===== config.mk =====
export PLATFORM = sky130hd
export DESIGN_NAME = fpu_sqrt_scheduler
export DESIGN_NICKNAME = d
export VERILOG_FILES = /design/src/rtl/fpu_pkg.sv /design/src/rtl/fpu_sqrt_step.sv /design/src/rtl/fpu_sqrt_scheduler.sv
export SDC_FILE = /design/constraint.sdc
export NUM_CORES = 1
export LEC_CHECK = 0
export ABC_CLOCK_PERIOD_IN_PS = 6100
export CAP_MARGIN = 10
export CORE_MARGIN = 5
export CORE_UTILIZATION = 56
export CTS_CLUSTER_SIZE = 24
export DETAILED_ROUTE_END_ITERATION = 8
export PLACE_DENSITY = 0.92
export SYNTH_ARGS = -nofsm -noshare
export SYNTH_HDL_FRONTEND = slang
export SYNTH_SLANG_ARGS = --single-unit

===== constraint.sdc =====
create_clock -name clk -period 6.1 [get_ports clk]
set_input_delay 1.22 -clock clk [delete_from_list [all_inputs] [get_ports clk]]
set_output_delay 1.22 -clock clk [all_outputs]
set_load 0.05 [all_outputs]

===== src/rtl/fpu_pkg.sv =====
// Shared FPU types plus the square-root scheduler's step record, FSM states and step count.
package fpu_pkg;

    typedef struct packed {
        logic        sign;
        logic [7:0]  exponent;
        logic [22:0] mantissa;
    } fpu_float_fields_t;

    localparam fpu_float_fields_t FPU_FLOAT_NAN  = '{sign: 1'b0, exponent: 8'hFF, mantissa: 23'h400000};
    localparam fpu_float_fields_t FPU_FLOAT_ZERO = '{sign: 1'b0, exponent: 8'h00, mantissa: 23'h000000};

    // Working state of the restoring square root; radicand is consumed two bits per step from the top.
    typedef struct packed {
        logic [25:0] remainder;
        logic [23:0] root;
        logic [47:0] radicand;
    } fpu_sqrt_step_t;

    typedef enum logic [1:0] {
        SQ_IDLE,
        SQ_ITERATE,
        SQ_DONE
    } fpu_sqrt_sched_state_t;

    localparam int FPU_SQRT_STEPS = 24;

endpackage


===== src/rtl/fpu_sqrt_step.sv =====
// One radix-2 restoring square-root iteration, purely combinational.
module fpu_sqrt_step
    import fpu_pkg::*;
(
    input  fpu_sqrt_step_t step_in,
    output fpu_sqrt_step_t step_out
);

    logic        [25:0] rem_shift;
    logic signed [28:0] trial;

    always_comb begin
        rem_shift = {step_in.remainder[23:0], step_in.radicand[47:46]};
        // Full-width difference so the sign decides restore vs keep without truncation surprises.
        trial = $signed({1'b0, step_in.remainder, step_in.radicand[47:46]})
              - $signed({3'b000, step_in.root, 2'b01});
        step_out.radicand = {step_in.radicand[45:0], 2'b00};
        if (trial >= 0) begin
            step_out.remainder = trial[25:0];
            step_out.root      = {step_in.root[22:0], 1'b1};
        end else begin
            step_out.remainder = rem_shift;
            step_out.root      = {step_in.root[22:0], 1'b0};
        end
    end

endmodule


===== src/rtl/fpu_sqrt_scheduler.sv =====
// Round-robin shared iterative single-precision square root; results are tagged with the issuing requester.
module fpu_sqrt_scheduler
    import fpu_pkg::*;
#(
    parameter int NUM_REQUESTERS = 2,
    parameter int ID_WIDTH       = $clog2(NUM_REQUESTERS)
) (
    input  logic                                  clk,
    input  logic                                  rst,
    input  logic              [NUM_REQUESTERS-1:0] in_valid,
    output logic              [NUM_REQUESTERS-1:0] in_ready,
    input  fpu_float_fields_t [NUM_REQUESTERS-1:0] in_data,
    output logic                                  out_valid,
    input  logic                                  out_ready,
    output fpu_float_fields_t                     out_data,
    output logic              [ID_WIDTH-1:0]      out_id
);

    fpu_sqrt_sched_state_t state_q, state_d;
    logic [4:0]            cnt_q, cnt_d;
    fpu_sqrt_step_t        step_q, step_d, step_out;
    logic [7:0]            res_exp_q, res_exp_d;
    fpu_float_fields_t     out_data_q, out_data_d;
    logic [ID_WIDTH-1:0]   out_id_q, out_id_d;
    logic [ID_WIDTH-1:0]   rr_ptr_q, rr_ptr_d;

    logic                  grant_found;
    logic [ID_WIDTH-1:0]   grant_idx;
    logic [ID_WIDTH-1:0]   scan_idx;
    logic                  accept;
    fpu_float_fields_t     op;
    logic signed [8:0]     e_unb;

    function automatic logic [ID_WIDTH-1:0] rr_index(input logic [ID_WIDTH-1:0] base, input int k);
        int s;
        s = int'(base) + k;
        if (s >= NUM_REQUESTERS) s = s - NUM_REQUESTERS;
        return ID_WIDTH'(s);
    endfunction

    // Scan from the highest offset down so the closest valid requester to rr_ptr wins.
    always_comb begin
        grant_found = 1'b0;
        grant_idx   = '0;
        scan_idx    = '0;
        for (int k = NUM_REQUESTERS - 1; k >= 0; k--) begin
            scan_idx = rr_index(rr_ptr_q, k);
            if (in_valid[scan_idx]) begin
                grant_found = 1'b1;
                grant_idx   = scan_idx;
            end
        end
    end

    generate
        for (genvar gi = 0; gi < NUM_REQUESTERS; gi++) begin : g_ready
            assign in_ready[gi] = (state_q == SQ_IDLE) && grant_found && (grant_idx == ID_WIDTH'(gi));
        end
    endgenerate

    assign accept = (state_q == SQ_IDLE) && grant_found;
    assign op     = in_data[grant_idx];
    assign e_unb  = $signed({1'b0, op.exponent}) - 9'sd127;

    fpu_sqrt_step u_step (
        .step_in  (step_q),
        .step_out (step_out)
    );

    always_comb begin
        state_d    = state_q;
        cnt_d      = cnt_q;
        step_d     = step_q;
        res_exp_d  = res_exp_q;
        out_data_d = out_data_q;
        out_id_d   = out_id_q;
        rr_ptr_d   = rr_ptr_q;
        case (state_q)
            SQ_IDLE: begin
                if (accept) begin
                    rr_ptr_d = (grant_idx == ID_WIDTH'(NUM_REQUESTERS - 1)) ? '0 : grant_idx + 1'b1;
                    out_id_d = grant_idx;
                    if (op.exponent == 8'h00) begin
                        out_data_d = FPU_FLOAT_ZERO;
                        state_d    = SQ_DONE;
                    end else if (op.exponent == 8'hFF || op.sign) begin
                        out_data_d = FPU_FLOAT_NAN;
                        state_d    = SQ_DONE;
                    end else begin
                        // Odd exponents borrow one radicand bit so the halved exponent stays integral.
                        step_d.remainder = '0;
                        step_d.root      = '0;
                        step_d.radicand  = e_unb[0] ? {1'b1, op.mantissa, 24'b0}
                                                    : {1'b0, 1'b1, op.mantissa, 23'b0};
                        res_exp_d        = 8'(e_unb >>> 1) + 8'd127;
                        cnt_d            = '0;
                        state_d          = SQ_ITERATE;
                    end
                end
            end
            SQ_ITERATE: begin
                step_d = step_out;
                cnt_d  = cnt_q + 5'd1;
                if (cnt_q == 5'(FPU_SQRT_STEPS - 1)) begin
                    cnt_d      = '0;
                    out_data_d = '{sign: 1'b0, exponent: res_exp_q, mantissa: step_out.root[22:0]};
                    state_d    = SQ_DONE;
                end
            end
            SQ_DONE: begin
                if (out_ready) state_d = SQ_IDLE;
            end
            default: state_d = SQ_IDLE;
        endcase
    end

    always_ff @(posedge clk) begin
        if (rst) begin
            state_q    <= SQ_IDLE;
            cnt_q      <= '0;
            step_q     <= '0;
            res_exp_q  <= '0;
            out_data_q <= '0;
            out_id_q   <= '0;
            rr_ptr_q   <= '0;
        end else begin
            state_q    <= state_d;
            cnt_q      <= cnt_d;
            step_q     <= step_d;
            res_exp_q  <= res_exp_d;
            out_data_q <= out_data_d;
            out_id_q   <= out_id_d;
            rr_ptr_q   <= rr_ptr_d;
        end
    end

    assign out_valid = (state_q == SQ_DONE);
    assign out_data  = out_data_q;
    assign out_id    = out_id_q;

endmodule


==> impl_metrics.json, run 1 <==
{
  "status": "completed",
  "rsz0062_at_grt": "false",
  "seq_area_frac_synth_pct": 33.1,
  "synth_area_um2": 7450,
  "die_area_um2": 15700,
  "diodes": 0,
  "r2r_cells": 14,
  "synth_top_area_cell": "dfxtp_1",
  "syn_nets": 1048,
  "fp-row-count": 42,
  "core-area_um2": 13100,
  "layout-drive-gt1-share_pct": 5.57,
  "required_ns": 6.44,
  "track_usage_pct": 24.6,
  "finClkSkew_ns": 0.0109,
  "gr-total-overflow": 0,
  "yosys_warnings": 0,
  "clkLatencyLatePin_ns": 0.42,
  "area_growth_pct": 22.1,
  "cap_viol_max_count": 0,
  "viasPerCell": 6.12,
  "crit_start": "in_valid[0]",
  "avgSynthCellArea_um2": 7.84,
  "drtPass1Iterations": 6,
  "worst_pin_slew_ns": 0.968,
  "busiest_layer": "met2",
  "totalWireLength_mm": 20.0,
  "dp_hpwl_mm": 13.3,
  "r2r_setup_slack_ns": 2.17,
  "grt_pass1_vias": 7037,
  "grt_max_degree": 56,
  "slew-limit-headroom_pct": 35.4,
  "clkTransAtPathRegs_ns": 0.06,
  "tritoncts": "yes",
  "postSynthCellCount": 950,
  "synth_area_leaders": "dfxtp_1 33%, a211oi_1 7.8%, mux2i_1 6.7%",
  "drc": 0,
  "cts.sink_count": 123,
  "tns_ns": 0,
  "cts-root-buf": "clkbuf_16",
  "ys_types": 61,
  "start_util_pct": 56.7,
  "vias": 7341,
  "port-buffer-count": 103,
  "timing.final.ws_setup_ns": 1.30,
  "path_class": "in2reg",
  "path_max_fanout": 55,
  "finalSetupViolations": 0,
  "max_stage_delay_ns": 0.62,
  "grt_use_met2_pct": 42.3,
  "synth_flop_cell": "dfxtp_1",
  "min_path_type": "reg2reg",
  "die_h_um": 125,
  "antenna_found_initial": 0,
  "wl_per_cell_um": 16.7,
  "drt_iter0_markers": 633,
  "die_x_um": 125,
  "cts_resized": 0,
  "cts-hold-fix-buffers": 0,
  "fmax_mhz": 209,
  "worst_setup_path_end_kind": "flip-flop",
  "drtAntennaViolNets": 0,
  "cts_buffers": 17,
  "gp_congestion": 0.914,
  "synth_top_cell_area_share_pct": 33.1,
  "cts_buffer_depth": 2,
  "fin_nets": 1110,
  "path_cells": "clkdlybuf4s50_1, nand2b_1, and2_2, buf_4, mux2i_1, inv_1, ha_1, a41oi_1, nand2_1, a21oi_2, nor3_2, o21ai_2, buf_4, nand2_1, a21oi_1",
  "hold_viol": 0,
  "worstReg2RegStart": "rr_ptr_q",
  "dpl_worst_slack_ns": 0.942,
  "ys_ff_latch": 123,
  "htree_levels": 4,
  "ios": 105,
  "async_reset_ff_share_pct": 0,
  "fin_crit_sh_pct": 78.6,
  "post-cts-setup-buffers": 0,
  "r2r-end": "out_data[15]",
  "synth-edff-count": 0,
  "crit_path_end": "out_data[15]",
  "use_met1_pct": 30.3,
  "start_kind": "primary input",
  "critPathArrivalTime_ns": 5.14,
  "fin_crit_ns": 4.80,
  "slowest_stage": "o21ai_2",
  "slew_viol_final": 0,
  "grt_pass1_wl_mm": 33.0,
  "use_met3_pct": 5.03
}
synth_stat cells (3+ instances only):
library cell  count
o31ai_1           3
o21ai_1           6
nand2_1          90
a311oi_1          3
xor2_1           15
and3_1            7
nand3b_1          3
xnor2_1          22
o211ai_1         12
nand4_1           7
or3_1             4
a21o_1            7
ha_1             29
nand3_1          46
a211oi_1         77
o21ai_0          34
nand2b_1          7
o21a_1            5
dfxtp_1         123
mux2i_1          50
inv_1            38
a22oi_1          22
nor4_1            3
nor2_1           79
a21oi_1          81
nor2b_1          25
clkbuf_1         57
a31oi_1           6
nor3_1           31
o221ai_1          3
buf_2            13
stage by stage:
| step | std cells | instance area, µm² | hold WS, ns | utilization [%] |
|---|---|---|---|---|
| final | 1200 | 9090 | 0.456 | 69.2 |
| after global routing | 1200 | 9090 | 0.463 | 69.2 |
| after CTS | 1200 | 9090 | 0.457 | 69.2 |
| after detailed placement | 1169 | 8520 | 0.450 | 64.8 |
| after global placement | 1169 | 8520 | 0.437 | 64.8 |
| after floorplan | 950 | 7450 | 0.428 | - |
sequential cells by signal (all words and copies together), names as in the netlist:
signal     cells
out_data      31
cnt_q          5
rr_ptr_q       1
out_id         1
state_q        2
res_exp_q      8
step_q        75
worst min-delay path by stage:
stage	start	endpoint	slack, ns	depth (start not counted)
global placement	out_data[26]	out_data[26]	0.44	2
floorplan	step_q[96]	step_q[96]	0.43	2
global route	out_data[24]	out_data[24]	0.46	2
detailed placement	out_data[5]	out_data[5]	0.45	2
finish	out_data[20]	out_data[20]	0.46	2
CTS	out_data[20]	out_data[20]	0.46	2
cells in the final DEF (no fill, tap or decap), types with 22 or more instances in the layout:
| cell | n |
|---|---|
| nand2_1 | 90 |
| nand3_1 | 46 |
| nor2b_1 | 24 |
| inv_1 | 38 |
| ha_1 | 29 |
| o21ai_0 | 34 |
| nor3_1 | 31 |
| nor2_1 | 79 |
| mux2i_1 | 50 |
| a22oi_1 | 22 |
| dfxtp_1 | 123 |
| a211oi_1 | 77 |
| a21oi_1 | 81 |
| xnor2_1 | 22 |
| clkdlybuf4s50_1 | 102 |
cell families after synthesis:
kind of cell | Yosys count | share of synthesized area, %
AOI/OAI and AO/OA | 284 | 25.2
xor gates and xnor gates | 37 | 4.35
adders and majority gates | 29 | 4.87
buffers and inverters | 110 | 5.81
DFF | 123 | 33.1
muxes | 51 | 6.87
other | 1 | 0.0504
and+or+nand+nor | 315 | 19.8
layout make-up:
cell class,instances,area [µm²]
Fill cell,968,4040
Clock buffer,20,457
Timing Repair Buffer,115,1120
Inverter,38,143
Sequential cell,123,2460
Tap cell,176,220
Clock inverter,11,120
Multi-Input combinational cell,717,4580
metal layers:
metal / part of all wire (%) / vias to the layer above / routed length (µm)
li1: - / 3565 / -
met1: 42 / 3444 / 8480
met2: 49 / 279 / 9770
met3: 6.1 / 53 / 1230
met4: 2.6 / 0 / 522
met5: 0 / - / 0
critical path, delay by kind of cell:
family / cells / cell delay, ns
adder cells (fa/ha/maj): 1 / 0.28
buffers and inverters: 4 / 1.33
multiplexers: 1 / 0.30
AND/OR/NAND/NOR: 5 / 0.62
AO/OA/AOI/OAI: 4 / 1.36
Power of run 1 is left out: the tool's default activity adds up to more than one toggle a clock period on the data nets, which glitch-free logic cannot reach.
==> inputs of run 2 (changes only) <==
ABC_CLOCK_PERIOD_IN_PS = 4100   (was 6100)
CORE_UTILIZATION = 50   (was 56)
PLACE_DENSITY = 0.87   (was 0.92)
clock period = 4.1 ns   (was 6.1 ns; I/O delays follow)
==> impl_metrics.json, run 2 (same netlist as run 1, synthesis figures left out) <==
{
  "largest_register": "step_q",
  "start_util_pct": 51.0,
  "cap_viol_max_count": 0,
  "r2r_cells": 11,
  "die_x_um": 132,
  "path_max_fanout": 8,
  "crit_top_cell": "clkdlybuf4s50_1",
  "finClkSkew_ns": 0.00924,
  "gp_congestion": 0.991,
  "critPathArrivalTime_ns": 2.91,
  "tns_ns": 0,
  "worstHoldPathCells": 2,
  "drt_iter0_markers": 460,
  "tritoncts": "yes",
  "path_cells": "clkdlybuf4s50_1, nand2b_1, nand2_1, nor3_1, clkdlybuf4s50_1",
  "min_path_type": "reg2reg",
  "worst_setup_path_end_kind": "output port",
  "n_fill_cell": 1127,
  "grt_max_degree": 77,
  "fin_crit_ns": 3.73,
  "wl_per_cell_um": 16.0,
  "drtAntennaViolNets": 0,
  "seqPwrFrac_pct": 15.7,
  "dp.cells": 1181,
  "drtPass1Iterations": 5,
  "clockPowerShare_pct": 17.3,
  "required_ns": 3.28,
  "fmax_mhz": 268,
  "ir_worst_vdd_mv": 1.19,
  "slowest_stage": "clkdlybuf4s50_1",
  "cellLeakagePower_nw": 3.51,
  "layout_common_cells": "123 x dfxtp_1, 102 x clkdlybuf4s50_1, 90 x nand2_1",
  "post-cts-setup-buffers": 0,
  "fin_nets": 1114,
  "die_area_um2": 17400,
  "finalSetupViolations": 0,
  "r2r_setup_slack_ns": 0.62,
  "clkTransAtPathRegs_ns": 0.05,
  "track_usage_pct": 21.5,
  "power.internal_mw": 5.54,
  "totalWireLength_mm": 19.4,
  "slew_viol_final": 0,
  "grt_pass1_wl_mm": 32.5,
  "fp-row-count": 44,
  "pwr-share-comb_pct": 67.0,
  "fin_crit_sh_pct": 90.9,
  "drc": 0,
  "cts_resized": 0,
  "final_common_cell": "dfxtp_1",
  "p_sw_share_pct": 43.7,
  "die_h_um": 132,
  "gr-total-overflow": 0,
  "vias": 7329,
  "rsz0062_at_grt": "false",
  "cts_buffer_depth": 2,
  "antenna_found_initial": 0,
  "port-buffer-count": 103,
  "p_sw_mw": 4.30,
  "clkLatencyLatePin_ns": 0.42,
  "core-area_um2": 14600,
  "cts-hold-fix-buffers": 0,
  "finalNonFillerCells": 1213,
  "slew-limit-headroom_pct": 35.0,
  "path_class": "in2out",
  "p_per_area_nw_per_um2": 1060,
  "hold_viol": 0,
  "dp_hpwl_mm": 13.6,
  "viasPerCell": 6.04,
  "start_kind": "primary input",
  "worst_pin_slew_ns": 0.973,
  "status": "completed",
  "max_stage_delay_ns": 0.89,
  "cts_buffers": 17,
  "layout-drive-gt1-share_pct": 6.03,
  "area_growth_pct": 24.1,
  "cts-root-buf": "clkbuf_16",
  "ios": 105,
  "diodes": 0,
  "cts.sink_count": 123,
  "grt_pass1_vias": 7088,
  "largest_reg_flops": 75,
  "htree_levels": 4
}
[run 2: final cells by class]
class                   count  area (µm²)  area share, %
clock inverters            14         241           2.61
multi-input cells         717        4580           49.5
flip-flops and latches    123        2460           26.6
well taps                 184         230           2.49
repair buffers            119        1160           12.5
inverters                  38         143           1.54
clock buffers              18         429           4.64
[run 2: final timing paths]
| check | from | endpoint |
|---|---|---|
| hold / removal | out_data[25] | out_data[25] |
| hold reg to reg | out_data[25] | out_data[25] |
| setup / recovery | in_valid[0] | in_ready[1] |
| setup reg to reg | step_q[48] | step_q[91] |
[run 2: layer usage]
metal / global-route usage (%) / vias to the layer above / wire [µm]
li1: - / 3577 / -
met1: 25.5 / 3441 / 8010
met2: 37.5 / 270 / 9680
met3: 4.77 / 41 / 1270
met4: 8.57 / 0 / 446
met5: 0 / - / 0
[run 2: power groups by stage]
stage / Clock [mW] / Sequential, mW / Combinational [mW]
3_5_place_dp: 0 / 1.57 / 6.88
3_3_place_gp: 0 / 1.55 / 6.30
6_report: 1.70 / 1.55 / 6.59
5_1_grt: 1.77 / 1.58 / 7.22
4_1_cts: 1.71 / 1.54 / 6.60
2_1_floorplan: 0 / 1.61 / 5.67
[run 2: critical path, delay by kind of cell]
kind / cells / cell delay [ns]
buffers and inverters: 2 / 1.35
AND/OR/NAND/NOR: 3 / 0.74
[run 2: per-stage QoR]
stage	instance area (µm²)	hold slack [ns]	power [mW]	setup WS (ns)	utilization (%)
floorplan	7450	0.428	7.27	0.0473	-
global placement	8570	0.439	7.85	0.252	58.7
detailed placement	8570	0.443	8.45	0.0618	58.7
CTS	9240	0.455	9.85	0.446	63.3
global route	9240	0.469	10.6	0.141	63.3
finish	9240	0.453	9.84	0.373	63.3
Power figures use the tool's default switching activity.
==> inputs of run 3 (changes only) <==
ABC_CLOCK_PERIOD_IN_PS = 4800   (was 4100)
CAP_MARGIN = 0   (was 10)
CORE_UTILIZATION = 61   (was 50)
DONT_BUFFER_PORTS = 1   (was default)
clock period = 4.8 ns   (was 4.1 ns; I/O delays follow)
==> impl_metrics.json, run 3 (same netlist as run 1, synthesis figures left out) <==
{
  "status": "completed",
  "fin_nets": 1004,
  "path_max_fanout": 20,
  "vias": 6758,
  "gr-total-overflow": 0,
  "slew_viol_final": 0,
  "fmax_mhz": 277,
  "min_path_type": "reg2reg",
  "rsz0062_at_grt": "false",
  "grt_pass1_wl_mm": 29.8,
  "post-cts-setup-buffers": 0,
  "fin_crit_sh_pct": 75.2,
  "drt_iter0_markers": 370,
  "port-buffer-count": 0,
  "slowest_stage": "a31oi_4",
  "drtAntennaViolNets": 0,
  "core-area_um2": 12000,
  "finClkSkew_ns": 0.00709,
  "clkLatencyLatePin_ns": 0.42,
  "slew-limit-headroom_pct": 27.7,
  "drc": 0,
  "worst_pin_slew_ns": 1.08,
  "max_stage_delay_ns": 0.56,
  "path_cells": "inv_1, ha_1, nor2b_1, o31ai_1, a211oi_1, a31oi_1, a21oi_1, a31oi_4, buf_4, mux2i_1, o21ai_0",
  "die_area_um2": 14500,
  "viasPerCell": 6.33,
  "clkTransAtPathRegs_ns": 0.06,
  "worst_setup_path_end_kind": "flip-flop",
  "htree_levels": 4,
  "fin_crit_ns": 3.61,
  "grt_pass1_vias": 6603,
  "cts-hold-fix-buffers": 0,
  "totalWireLength_mm": 17.4,
  "r2r_cells": 11,
  "gp_congestion": 0.912,
  "wl_per_cell_um": 16.3,
  "grt_max_degree": 101,
  "fp-row-count": 40,
  "path_class": "reg2reg",
  "finalSetupViolations": 0,
  "tritoncts": "yes",
  "worstHoldPathCells": 2,
  "drtPass1Iterations": 5,
  "start_kind": "flip-flop",
  "hold_viol": 0,
  "dp_hpwl_mm": 11.8,
  "final_common_cell": "dfxtp_1",
  "ios": 105,
  "cts.sink_count": 123,
  "layout-drive-gt1-share_pct": 5.77,
  "die_x_um": 120,
  "required_ns": 5.05,
  "largest_register": "step_q",
  "antenna_found_initial": 1,
  "cts-root-buf": "clkbuf_16",
  "critPathArrivalTime_ns": 3.86,
  "die_h_um": 120,
  "cts_buffers": 17,
  "cts_resized": 0,
  "cap_viol_max_count": 0,
  "area_growth_pct": 7.38,
  "cts_buffer_depth": 2,
  "start_util_pct": 62.0,
  "layout_common_cells": "123 x dfxtp_1, 90 x nand2_1, 81 x a21oi_1",
  "holdWs_ns": 0.451,
  "track_usage_pct": 24.5,
  "largest_reg_flops": 75,
  "tns_ns": 0
}
## run 3: changes by cell type in the layout (fill, tap and decap cells not counted), moves of 2 or more
cell / change
clkdlybuf4s50_1: -102
buf_4: -6
bufinv_16: -5
clkbuf_1: +2
clkbuf_8: +2
clkinv_2: +2
## run 3: through the flow
step / setup WS [ns] / area [µm²] / instances / util, %
floorplan: 0.472 / 7450 / 950 / -
global placement: 1.23 / 7440 / 1034 / 61.9
detailed placement: 1.09 / 7440 / 1034 / 61.9
CTS: 1.26 / 7990 / 1066 / 66.6
global route: 1.01 / 8000 / 1067 / 66.6
finish: 1.19 / 8000 / 1067 / 66.6
## run 3: path summary, 6_finish.rpt
kind | slack, ns | endpoint | startpoint
worst max register to register | 1.19 | step_q[77] | step_q[48]
worst min-delay path | 0.45 | step_q[96] | step_q[96]
worst max-delay path | 1.19 | step_q[77] | step_q[48]
worst min register to register | 0.45 | step_q[96] | step_q[96]
## run 3: area by class of cell
| class | instances | area, µm² |
|---|---|---|
| fillers | 986 | 4020 |
| inverters | 38 | 143 |
| clock buffers | 22 | 464 |
| clock inverters | 10 | 92.6 |
| flip-flops and latches | 123 | 2460 |
| repair buffers | 9 | 67.6 |
| multi-input cells | 717 | 4580 |
| diodes | 1 | 2.50 |
| well taps | 147 | 184 |
## run 3: metal layers
layer	vias to the layer above	part of all wire [%]	global-route usage (%)
li1	3363	-	-
met1	3125	42	30.4
met2	239	48	40.2
met3	31	7.5	7.11
met4	0	1.9	9.63
met5	-	0	0
## run 3: critical path, delay by kind of cell (launching register included)
kind                       cells  cell delay [ns]
AOI/OAI and AO/OA              6             1.80
buffers and inverters          2             0.48
DFF                            1             0.37
adders and majority gates      1             0.32
muxes                          1             0.27
and+or+nand+nor                1             0.18
Power of run 3 is left out for the same reason.
